--- config.mk ---
export PLATFORM = sky130hd
export DESIGN_NAME = fxp_div
export DESIGN_NICKNAME = d
export VERILOG_FILES = /design/src/rtl/fxp_div.sv
export SDC_FILE = /design/constraint.sdc
export NUM_CORES = 1
export LEC_CHECK = 0
export BUFFER_PORTS_ARGS = -buffer_cell sky130_fd_sc_hd__buf_4
export CORE_AREA = 2 2 153 155
export DETAILED_ROUTE_END_ITERATION = 12
export DIE_AREA = 0 0 155 157
export GPL_TIMING_DRIVEN = 1
export PLACE_DENSITY = 0.74
export SYNTH_ARGS = -nofsm -noshare
export SYNTH_HDL_FRONTEND = slang
export SYNTH_SLANG_ARGS = --single-unit
export TNS_END_PERCENT = 10
--- constraint.sdc ---
create_clock -name clk -period 4.95 [get_ports clk]
set_input_delay 0.495 -clock clk [delete_from_list [all_inputs] [get_ports clk]]
set_output_delay 0.495 -clock clk [all_outputs]
set_load 0.05 [all_outputs]
--- src/rtl/fxp_div.sv ---
// fxp_div: signed Q15.16 restoring divider, 1 quotient bit/clk, round-half-away, saturating, divide-by-zero flag; ports clk, rst_n, start, a, b -> busy, done, quot, sat, dbz
module fxp_div #(
  parameter int NB_DATA  = 32,
  parameter int NBF_DATA = 16
) (
  input  logic               clk,
  input  logic               rst_n,
  input  logic               start,
  input  logic [NB_DATA-1:0] a,
  input  logic [NB_DATA-1:0] b,
  output logic               busy,
  output logic               done,
  output logic [NB_DATA-1:0] quot,
  output logic               sat,
  output logic               dbz
);
  localparam int NB_MAG = NB_DATA + 1;
  localparam int NB_DQ  = NB_DATA + NBF_DATA + 1;
  localparam int STEPS  = NB_DQ;
  localparam logic [NB_DATA-1:0] MAX_POS = {1'b0, {(NB_DATA-1){1'b1}}};
  localparam logic [NB_DATA-1:0] MIN_NEG = {1'b1, {(NB_DATA-1){1'b0}}};
  typedef enum logic [1:0] {IDLE, CALC, FIN} state_t;
  state_t              state_q, state_d;
  logic [5:0]          cnt_q, cnt_d;
  logic [NB_MAG-1:0]   rem_q, rem_d, mb_q, mb_d;
  logic [NB_DQ-1:0]    dq_q, dq_d;
  logic                sign_q, sign_d, a_neg_q, a_neg_d, bz_q, bz_d;
  logic                busy_q, busy_d, done_q, done_d, sat_q, sat_d, dbz_q, dbz_d;
  logic [NB_DATA-1:0]  quot_q, quot_d;
  logic [NB_MAG-1:0]   ax, bx, ma, mb;
  logic [NB_MAG:0]     rem_sh;
  logic                ge;
  logic [NB_DQ-1:0]    m;
  assign ax = {a[NB_DATA-1], a};
  assign bx = {b[NB_DATA-1], b};
  // 33-bit magnitudes so |0x80000000| = 2^31 is representable
  assign ma = a[NB_DATA-1] ? -ax : ax;
  assign mb = b[NB_DATA-1] ? -bx : bx;
  // dq_q holds the unconsumed dividend bits in its top and collects quotient bits at its bottom
  assign rem_sh = {rem_q, dq_q[NB_DQ-1]};
  assign ge     = rem_sh >= {1'b0, mb_q};
  assign m      = NB_DQ'(({1'b0, dq_q} + 1'b1) >> 1);
  always_comb begin
    state_d = state_q;
    cnt_d   = cnt_q;
    rem_d   = rem_q;
    mb_d    = mb_q;
    dq_d    = dq_q;
    sign_d  = sign_q;
    a_neg_d = a_neg_q;
    bz_d    = bz_q;
    busy_d  = busy_q;
    done_d  = 1'b0;
    quot_d  = quot_q;
    sat_d   = sat_q;
    dbz_d   = dbz_q;
    unique case (state_q)
      IDLE: if (start) begin
        state_d = CALC;
        busy_d  = 1'b1;
        cnt_d   = '0;
        rem_d   = '0;
        mb_d    = mb;
        dq_d    = NB_DQ'(ma) << (NBF_DATA + 1);
        sign_d  = a[NB_DATA-1] ^ b[NB_DATA-1];
        a_neg_d = a[NB_DATA-1];
        bz_d    = b == '0;
      end
      CALC: begin
        rem_d   = ge ? NB_MAG'(rem_sh - {1'b0, mb_q}) : rem_sh[NB_MAG-1:0];
        dq_d    = {dq_q[NB_DQ-2:0], ge};
        cnt_d   = cnt_q + 6'd1;
        state_d = cnt_q == 6'(STEPS - 1) ? FIN : CALC;
      end
      FIN: begin
        state_d = IDLE;
        busy_d  = 1'b0;
        done_d  = 1'b1;
        dbz_d   = bz_q;
        if (bz_q) begin
          quot_d = a_neg_q ? MIN_NEG : MAX_POS;
          sat_d  = 1'b1;
        end else if (!sign_q && m > NB_DQ'(MAX_POS)) begin
          quot_d = MAX_POS;
          sat_d  = 1'b1;
        end else if (sign_q && m > NB_DQ'(MIN_NEG)) begin
          quot_d = MIN_NEG;
          sat_d  = 1'b1;
        end else begin
          quot_d = sign_q ? -m[NB_DATA-1:0] : m[NB_DATA-1:0];
          sat_d  = 1'b0;
        end
      end
      default: state_d = IDLE;
    endcase
  end
  always_ff @(posedge clk or negedge rst_n) begin
    if (!rst_n) begin
      state_q <= IDLE;
      cnt_q   <= '0;
      rem_q   <= '0;
      mb_q    <= '0;
      dq_q    <= '0;
      sign_q  <= 1'b0;
      a_neg_q <= 1'b0;
      bz_q    <= 1'b0;
      busy_q  <= 1'b0;
      done_q  <= 1'b0;
      quot_q  <= '0;
      sat_q   <= 1'b0;
      dbz_q   <= 1'b0;
    end else begin
      state_q <= state_d;
      cnt_q   <= cnt_d;
      rem_q   <= rem_d;
      mb_q    <= mb_d;
      dq_q    <= dq_d;
      sign_q  <= sign_d;
      a_neg_q <= a_neg_d;
      bz_q    <= bz_d;
      busy_q  <= busy_d;
      done_q  <= done_d;
      quot_q  <= quot_d;
      sat_q   <= sat_d;
      dbz_q   <= dbz_d;
    end
  end
  assign busy = busy_q;
  assign done = done_q;
  assign quot = quot_q;
  assign sat  = sat_q;
  assign dbz  = dbz_q;
endmodule
; ---- Word level (Yosys, flattened, before mapping)
; Index checks and enable logic that the tools add are counted.
[op_classes]
n_mux = 23
n_lt_le_gt_ge = 3
reduce_logical = 10
add_sub_neg = 6
bitwise_logic = 1
n_eq_ne = 4
[ops]
columns = operator, count
row1 = two-way mux 32 bit, 6
row2 = two-way mux 33 bit, 3
row3 = one-hot mux 49 bit (2 select lines), 1
row4 = one-hot mux 33 bit (2 select lines), 1
row5 = negator 32 bit, 2
row6 = "adder 49 x 1 -> 50 bit, second input constant", 1
row7 = "> comparator 49 x 31 -> 1 bit, second input constant", 1
row8 = "> comparator 49 x 32 -> 1 bit, second input constant", 1
row9 = two-way mux 49 bit, 1
row10 = >= comparator 34 x 33 -> 1 bit, 1
row11 = negator 33 bit, 1
row12 = subtractor 33 bit, 1
row13 = logical NOT 32 bit, 1
row14 = one-hot mux 6 bit (2 select lines), 1
row15 = "adder 6 x 1 -> 6 bit, second input constant", 1
row16 = "== test 6 bit, second input constant", 1
row17 = two-way mux 6 bit, 1
row18 = AND reduction 2 bit, 3
row19 = two-way mux 1 bit, 5
row20 = two-way mux 2 bit, 2
row21 = one-hot mux 2 bit (2 select lines), 1
row22 = nonzero test 2 bit, 2
row23 = "== test 2 x 1 -> 1 bit, second input constant", 1
row24 = "== test 2 bit, second input constant", 1
row25 = 6 further kinds, 7
[word_totals]
ff_bits = 162
output_inout_bits = 36
input_bits = 67

; ---- Depth between registers and ports, before layout
; Gate-level depths: netlist of run 1.
[depth]
ltp_word = 6
depth_mapped = 16
ltp_nobuf = 13

; ---- Worst setup path after synthesis of run 1
; OpenSTA, ideal clock, no wires.
[synth_timing]
path_kind = register -> register
start = register dq_q[0]
end = register quot_q[31], in the netlist quot[31]
setup_ps = 124
setup_slack_ps = 1529
t_arrival_ps = 3297
stages_incl_launch_ff = 14
n_path_buf = 3
required_time_ps = 4826
path_cell_list = dfrtp_1 -> ha_1 -> buf_2 -> nand4_1 -> buf_2 -> or4_1 -> or4_1 -> a21oi_1 -> o211ai_1 -> nor2_1 -> a21boi_1 -> o22a_4 -> buf_6 -> o31a_1
[synth_via]
elab_chain_len = 6
elab_cells_between_ends = 10
classes_between = add/sub (2) / order compare (2) / mux (4) / reduce/logical (2)
[synth_lines]
columns = item, line_no
row1 = from (decl), 26  ; logic [NB_DQ-1:0] dq_q, dq_d;
row2 = from (signal assigned), 117  ; dq_q <= dq_d;
row3 = adder 49 x 1 -> 50 bit (*), 42  ; assign m = NB_DQ'(({1'b0, dq_q} + 1'b1) >> 1);
row4 = negator 32 bit or > comparator 49 x 32 -> 1 bit (tied branches), "90, 86"
row5 = two-way mux 32 bit or logical AND 1 bit (tied branches), "90, 86"
row6 = two-way mux 32 bit, 86  ; end else if (sign_q && m > NB_DQ'(MIN_NEG)) begin
row7 = two-way mux 32 bit (*), 83  ; end else if (!sign_q && m > NB_DQ'(MAX_POS)) begin
row8 = two-way mux 32 bit (*), 80  ; if (bz_q) begin
row9 = to (signal assigned), 123  ; quot_q <= quot_d;
row10 = to (decl), 29  ; logic [NB_DATA-1:0] quot_q, quot_d;
; Every way passes the cells marked *; elsewhere a longest branch is shown, timed or not.
; A chain may end at the register's enable or synchronous reset.

; ---- Final worst setup path of run 1
[layout_timing]
start = register dq_q[6]
end = register quot_q[24], in the netlist quot[24]
; The elaborated chain is that of the path after synthesis.

==> metrics, run 1 <==
placed cell area=13200 sq um; vias per std cell=6.35; CTS Root Cell=clkbuf_16; via count of the first global-routing pass=10900; DRC Markers=0; utilization after layout=61.3%; layout cells sized above 1=12.6%; R2R Setup Slk=between 0.4 and 0.5 ns; CP cell instances=nand2_1, nor4_2, nand4_1, nor3_1, xnor2_1, nand2b_1, or4_1, o21ai_2, o22ai_1; Post-CTS Setup Repair Bufs=0; fin crit period=4.50 ns; area leader, netlist=dfrtp_1; Pleak=5.76 nW; Synth area leaders=dfrtp_1 33%, o21ai_0 5.5%, xor2_1 5.4%, xnor2_1 4.8%, nand2_1 4.4%; status=finished clean; Worst EP required=about 5.2 ns; top-area cell type share of the netlist area=between 30% and 40%; yosys warns=0; period utilization=roughly 91%; Mapped Area=12300 sq um; detailed-placement wirelength estimate=24000 um; CP max stage delay=just under 1 ns; Layout area overhead=11.8%; htree depth=4; GRT Resource Usage Total=27.8%; starting density of the core=54.8%; Hold Vio Cnt, Final=0; unique cell type count in the Yosys netlist=82; first-pass GRT wire length=~55000 um; TritonCTS clock tree=built; final net count=1632; Die ar.=roughly 24000 sq um; Slew headroom=22.4%; GPL Wtd Cong=0.943; commonest cells after routing, fill and taps aside=162 x dfrtp_1, 145 x nand2_1, 136 x o21ai_0, 118 x buf_4, 96 x nor2_1; Crit path arrival time=4.76 ns; Worst Skew=approximately 0.011 ns; Max clock buf depth=2; RSZ-0062 raised after global routing=no; cell total after placement=1790; Peak VDD IR=189 uV; Routed WL=~33000 um; worst setup margin=0.447 ns; Ports=103; CTS resizes=0; hold_buf cts=0; Routed WL per cell=between 15 and 20 um; pre-CTS setup slack=0.600 ns; Syn Inst Count=1487; total grt overflow=0; commonest non-fill, non-tap cell in the layout=dfrtp_1; core footprint=22500 sq um; Max FO, Critical Path=27; nature of the critical path endpoint=flop; chip width=155 um; nature of the critical path startpoint=flop; clk sinks=around 160; worst hold slack=around 0.022 ns; Die Ht=157 um; Finish-stage setup viols=0; final std cells w/o fill=1822; DRT iter0 DRCs=just over 1000; Routed Antenna Nets=0; share of flip-flops with an asynchronous set or reset=100%; Slowest-stage cell, CP=o21ai_2; CP top delay family=simple AND/OR/NAND/NOR gates; clk slew on worst S/H paths=0.07 ns; EDFF count, synth=0; WP buf/inv=0; Pwr Density=204 nW/um^2; num rows=55; Design Area, Final=13800 sq um; Synthesized Nets=1595; post-synthesis sequential area ratio=between 30% and 40%; First-pass DRT Iterations=5; Synth Area per Inst=8.29 sq um; Tot Pwr=2.81 mW; worst-margin pin slew=about 1.2 ns; Port Buffers=102; Clock Latency Late Sink=0.43 ns; worst hold path class=in -> async; setup tns final=0 ns; Fmax=222 MHz; synthesized flop and latch total=162; MaxCap Viol Count=0; largest net degree at the start of global routing=71; vias=11600; initial antenna violation count=0; prevailing post-synth register cell=dfrtp_1; TritonCTS buffer count=17; critical path type=reg -> reg; Antenna diodes=0; Slew Limit Fails=0
-- flip-flops by register name (all words and copies together), names as in the netlist --
register and flops:
dq_q 49, mb_q 33, rem_q 33, quot 32
cnt_q 6, state_q 2, a_neg_q 1, busy 1
bz_q 1, dbz 1, done 1, sat 1
sign_q 1
-- final timing paths --
path	from	end	cells past startpoint
setup / recovery	dq_q[6]$_DFFE_PN0P_	quot[24]$_DFFE_PN0P_	9
hold / removal	rst_n	quot[2]$_DFFE_PN0P_	1
setup reg to reg	dq_q[6]$_DFFE_PN0P_	quot[24]$_DFFE_PN0P_	9
hold reg to reg	mb_q[16]$_DFFE_PN0P_	mb_q[16]$_DFFE_PN0P_	2
max in group asynchronous	rst_n	cnt_q[3]$_DFFE_PN0P_	2
min in group clk	b[13]	mb_q[13]$_DFFE_PN0P_	3
-- worst register-to-register path, stage by stage (launching register included) --
cell      delay (ns)
dfrtp_1         0.60
nand2_1         0.34
nor4_2          0.66
nand4_1         0.29
nor3_1          0.33
xnor2_1         0.15
nand2b_1        0.07
or4_1           0.69
o21ai_2         0.97
o22ai_1         0.24
-- layout make-up --
cell class | count | area (sq um)
Fill cell | 2023 | 8710
Inverter | 62 | 233
Timing Repair Buffer | 120 | 917
Clock buffer | 21 | 470
Multi-Input combinational cell | 1161 | 7650
Tap cell | 285 | 357
Sequential cell | 162 | 4050
Clock inverter | 11 | 105
-- power by group --
group          leakage (nW)  switching (mW)  internal, mW
combinational          3.46           0.100        0.0745
sequential             2.02               0          1.32
clock                 0.272           0.580         0.735
total                  5.76           0.680          2.13
-- cell families (layout without fill, tap and decap cells) --
kind of cell | count (synthesis) | after routing | synth area share [%]
AOI/OAI and AO/OA | 460 | 460 | 24.9
xor gates and xnor gates | 144 | 144 | 10.2
adders and majority gates | 41 | 41 | 4.22
buffers and inverters | 164 | 214 | 5.40
DFF | 162 | 162 | 32.9
muxes | 18 | 18 | 1.49
and+or+nand+nor | 498 | 498 | 20.9
-- cell usage after synthesis (40+ instances only) --
| cell | count |
|---|---|
| xor2_1 | 76 |
| a21oi_1 | 54 |
| inv_1 | 62 |
| xnor2_1 | 68 |
| ha_1 | 40 |
| nand3_1 | 58 |
| nor2_1 | 97 |
| clkbuf_1 | 75 |
| dfrtp_1 | 162 |
| nand2_1 | 145 |
| o22ai_1 | 65 |
| o21ai_0 | 136 |
-- per-layer routing --
metal	GRT usage, %	wire [um]	up-vias
li1	-	-	5564
met1	38.5	14900	5504
met2	45.6	15500	441
met3	2.95	1940	59
met4	9.61	856	0
met5	0	0	-
(Power assumes the default switching activity.)
==> run 2: changes to the inputs <==
--- a/config.mk
+++ b/config.mk
@@ -7,6 +7,7 @@
 export LEC_CHECK = 0
 export BUFFER_PORTS_ARGS = -buffer_cell sky130_fd_sc_hd__buf_4
 export CORE_AREA = 2 2 153 155
+export CTS_BUF_LIST = sky130_fd_sc_hd__clkbuf_4
 export DETAILED_ROUTE_END_ITERATION = 12
 export DIE_AREA = 0 0 155 157
 export GPL_TIMING_DRIVEN = 1
==> metrics, run 2 (synthesis results as in run 1) <==
initial antenna violation count=1; Pleak=5.62 nW; setup tns final=0 ns; Critical path destination=quot[24]$_DFFE_PN0P_; Routed WL per cell=between 15 and 20 um; vias per std cell=6.30; Crit path arrival time=4.89 ns; Largest regs=dq_q (49), mb_q (33), rem_q (33); core footprint=22500 sq um; Ports=a little over 100; first-pass GRT wire length=~55000 um; TritonCTS clock tree=built; GPL Wtd Cong=0.943; clk slew on worst S/H paths=0.17 ns; detailed-placement wirelength estimate=24000 um; nature of the critical path endpoint=flop; register with the most flip-flops=dq_q; worst hold path class=in -> reg; Max FO, Critical Path=27; chip width=155 um; MaxCap Viol Count=0; via count of the first global-routing pass=10900; total grt overflow=0; Tot Pwr=2.26 mW; commonest cells after routing, fill and taps aside=162 x dfrtp_1, 145 x nand2_1, 136 x o21ai_0, 118 x buf_4, 96 x nor2_1; Routed WL=around 33000 um; critical path type=reg -> reg; starting density of the core=54.8%; Crit Reg-Reg Endpoint=quot[24]$_DFFE_PN0P_; nature of the critical path startpoint=flop; Fmax=223 MHz; CTS Root Cell=clkbuf_4; R2R Setup Slk=roughly 0.48 ns; switching part of the total=between 20% and 30%; Finish-stage setup viols=0; largest net degree at the start of global routing=between 70 and 80; worst hold slack=0.206 ns; number of flip-flops in the largest register=just under 50; Layout area overhead=9.29%; fin crit period=4.47 ns; commonest non-fill, non-tap cell in the layout=dfrtp_1; Comb pwr share=about 8%; sequential share of power=58.5%; launching point of the worst reg2reg path=dq_q[6]$_DFFE_PN0P_; Clock Latency Late Sink=0.59 ns; CTS resizes=0; vias=11500; Worst Skew=~0.031 ns; Die ar.=roughly 24000 sq um; GRT Resource Usage Total=~28%; status=finished clean; worst-margin pin slew=1.18 ns; cells on worst reg2reg path=9; DRT iter0 DRCs=1008; crit path launch=dq_q[6]$_DFFE_PN0P_; Hold Vio Cnt, Final=0; P_sw=around 0.6 mW; num rows=55; Peak VDD IR=about 140 uV; Slew Limit Fails=0; period utilization=90.4%; Max clock buf depth=2; Pwr Density=168 nW/um^2; clock network fraction of total power=33.8%; TritonCTS buffer count=17; RSZ-0062 raised after global routing=no; layout cells sized above 1=12.4%; Worst EP required=between 5 and 6 ns; Internal=1.65 mW; Port Buffers=~100; Die Ht=around 160 um; First-pass DRT Iterations=6; clk sinks=162; final net count=1633; DRC Markers=0; Slew headroom=approximately a fifth; Routed Antenna Nets=0; htree depth=4
[run 2: how the worst min path moves through the flow]
stage	startpoint	endpoint	slack (ns)	cells after the start
after global routing	b[29]	mb_q[29]$_DFFE_PN0P_	0.20	3
after floorplan	rst_n	a_neg_q$_DFFE_PN0P_	0.20	0
final	a[20]	dq_q[37]$_DFFE_PN0P_	0.21	3
after detailed placement	mb_q[27]$_DFFE_PN0P_	mb_q[27]$_DFFE_PN0P_	0.47	2
after global placement	mb_q[16]$_DFFE_PN0P_	mb_q[16]$_DFFE_PN0P_	0.46	2
after CTS	b[5]	mb_q[5]$_DFFE_PN0P_	0.20	3
[run 2: cell type report]
class                   instances  area (sq um)
clock buffers                  18           135
well taps                     285           357
fillers                      2069          9020
repair buffers                121           927
multi-input cells            1161          7650
diodes                          1          2.50
clock inverters                14           116
inverters                      62           233
flip-flops and latches        162          4050
[run 2: power by group through the flow]
stage | clock [mW] | sequential, mW | combinational (mW)
2_1_floorplan | 0 | 1.35 | 0.0727
3_3_place_gp | 0 | 1.35 | 0.173
3_5_place_dp | 0 | 1.35 | 0.176
4_1_cts | 0.776 | 1.32 | 0.177
5_1_grt | 0.834 | 1.32 | 0.197
6_report | 0.765 | 1.32 | 0.175
[run 2: stage by stage]
step / instances / instance area, sq um / setup WS (ns) / util [%]
6_report: 1824 / 13500 / 0.475 / 59.9
5_1_grt: 1824 / 13500 / 0.0665 / 59.9
4_1_cts: 1823 / 13500 / 0.546 / 59.9
3_5_place_dp: 1790 / 13200 / 0.600 / 58.7
3_3_place_gp: 1790 / 13200 / 0.704 / 58.7
2_1_floorplan: 1487 / 12300 / 1.53 / -
[run 2: repair_timing]
item | 4_1_cts | 5_1_grt
setup buffers | 0 | 0
endpoints found under the hold margin | 57 | 0
hold buffers | 1 | 0
[run 2: critical path: stages, from the launching register on]
cell	delay, ns
dfrtp_1	0.62
nand2_1	0.32
nor4_2	0.64
nand4_1	0.29
nor3_1	0.33
xnor2_1	0.15
nand2b_1	0.07
or4_1	0.69
o21ai_2	0.98
o22ai_1	0.23
[run 2: layer usage]
layer | global-route usage, % | share of wire, % | up-vias
met4 | 9.13 | 2.8 | 0
met1 | 38.5 | 45 | 5456
met2 | 44.4 | 46 | 412
met5 | 0 | 0 | -
li1 | - | - | 5554
met3 | 3.50 | 5.5 | 71
==> run 3: changes to the inputs <==
--- a/config.mk
+++ b/config.mk
@@ -12,6 +12,7 @@
 export DIE_AREA = 0 0 155 157
 export GPL_TIMING_DRIVEN = 1
 export PLACE_DENSITY = 0.74
+export RECOVER_POWER = 100
 export SYNTH_ARGS = -nofsm -noshare
 export SYNTH_HDL_FRONTEND = slang
 export SYNTH_SLANG_ARGS = --single-unit
==> metrics, run 3 (synthesis results as in run 1) <==
clk slew on worst S/H paths=approximately 0.16 ns; RSZ-0062 raised after global routing=no; register with the most flip-flops=dq_q; TritonCTS buffer count=17; vias=11500; detailed-placement wirelength estimate=between 20000 and 25000 um; Crit path arrival time=around 4.9 ns; chip width=155 um; number of flip-flops in the largest register=49; Pwr Density=171 nW/um^2; CTS Root Cell=clkbuf_4; Worst EP required=5.36 ns; status=finished, violations left; Largest regs=dq_q (49), mb_q (33), rem_q (33); htree depth=4; DRC Markers=0; Layout area overhead=7.55%; Max clock buf depth=2; utilization after layout=approximately three fifths; hold path startpoint=a[20]; GPL Wtd Cong=0.943; pre-CTS setup slack=approximately 0.6 ns; Clock Latency Late Sink=0.59 ns; Slew headroom=-113%; multi-input logic area=7620 sq um; commonest cells after routing, fill and taps aside=162 x dfrtp_1, 145 x nand2_1, 137 x o21ai_0, 97 x nor2_1, 76 x xor2_1; final net count=1633; # fillers=2097; Slowest-stage cell, CP=o21ai_2; largest net degree at the start of global routing=71; Fmax=224 MHz; Slew Limit Fails=144; nature of the critical path startpoint=flop; Hold Vio Cnt, Final=0; setup tns final=0 ns; Port Buffers=roughly 100; Die Ht=between 150 and 200 um; P_sw=0.615 mW; GRT Resource Usage Total=27.5%; initial antenna violation count=1; first-pass GRT wire length=54900 um; sequential share of power=58.5%; num rows=55; Internal=about 1.6 mW; Routed Antenna Nets=0; via count of the first global-routing pass=10900; First-pass DRT Iterations=5; commonest non-fill, non-tap cell in the layout=dfrtp_1; Max FO, Critical Path=27; fin crit period=4.46 ns; Die ar.=24300 sq um; critical path type=reg -> reg; CTS resizes=0; Comb pwr share=7.6%; CP cell instances=nand2_1, nor4_2, nand4_1, nor3_1, xnor2_1, nand2b_1, or4_1, o21ai_2, o22ai_1; clk sinks=162; crit path launch=dq_q[6]$_DFFE_PN0P_; vias per std cell=6.29; worst setup margin=0.487 ns; total grt overflow=0; starting density of the core=54.8%; Finish-stage setup viols=0; launching point of the worst reg2reg path=dq_q[6]$_DFFE_PN0P_; DRT iter0 DRCs=1018; Pleak=approximately 5.4 nW; register area=approximately 4100 sq um; Routed WL=~33000 um; Routed WL per cell=18.0 um; worst hold path class=in -> reg; Peak VDD IR=138 uV; final std cells w/o fill=1824; worst-margin pin slew=3.20 ns; failing checks=capacitance limit, slew limit; cell total after placement=1790; TritonCTS clock tree=built; Worst Skew=0.0245 ns; clock network fraction of total power=33.9%; layout cells sized above 1=under 10%; period utilization=~90%; MaxCap Viol Count=3; CP max stage delay=roughly 0.97 ns; core footprint=22500 sq um; nature of the critical path endpoint=flop; switching part of the total=between 20% and 30%; Ports=103; R2R Setup Slk=0.49 ns
==> run 3: worst max-delay path, delay by kind of cell, from the launching register on <==
kind | cells | cell delay [ns]
AOI/OAI and AO/OA | 2 | 1.20
and+or+nand+nor | 6 | 2.33
xor gates and xnor gates | 1 | 0.15
DFF | 1 | 0.62
==> run 3: cell type report <==
type / count / area share (%)
antenna: 1 / 0.0189
clock buffer: 18 / 1.02
clock inverter: 14 / 0.877
inverter: 62 / 1.75
multi-input combinational: 1161 / 57.5
sequential: 162 / 30.6
tap: 285 / 2.69
timing repair buffer: 121 / 5.60
==> run 3: repair_timing <==
action                    in CTS  in global routing
buffers inserted               0                  0
hold buffers                   1                  0
hold endpoints to repair      57                  0
==> run 3: routing by layer <==
metal / part of all wire, % / wire [um] / global-route usage (%)
met5: 0 / 0 / 0
met2: 46 / 15200 / 44.4
met1: 46 / 15000 / 38.5
met3: 5.6 / 1840 / 3.50
met4: 2.5 / 810 / 9.13
==> run 3: power by group through the flow <==
stage          sequential [mW]  clock (mW)  combinational [mW]
4_1_cts                   1.32       0.776               0.177
5_1_grt                   1.32       0.834               0.194
3_5_place_dp              1.35           0               0.176
3_3_place_gp              1.35           0               0.173
6_report                  1.32       0.766               0.173
2_1_floorplan             1.35           0              0.0727
==> run 3: per-stage QoR <==
step / hold slack, ns / instance area, sq um / total power, mW
after detailed placement: 0.472 / 13200 / 1.52
after floorplan: 0.199 / 12300 / 1.42
after CTS: 0.205 / 13500 / 2.28
after global placement: 0.462 / 13200 / 1.52
after global routing: 0.206 / 13300 / 2.35
final: 0.213 / 13300 / 2.26
==> run 3: worst paths after layout <==
kind,to,cells past startpoint
worst max-delay path,quot[24]$_DFFE_PN0P_,9
worst min-delay path,dq_q[37]$_DFFE_PN0P_,3
worst max register to register,quot[24]$_DFFE_PN0P_,9
worst min register to register,mb_q[13]$_DFFE_PN0P_,2
max in group asynchronous,mb_q[9]$_DFFE_PN0P_,3
min in group asynchronous,quot[2]$_DFFE_PN0P_,2
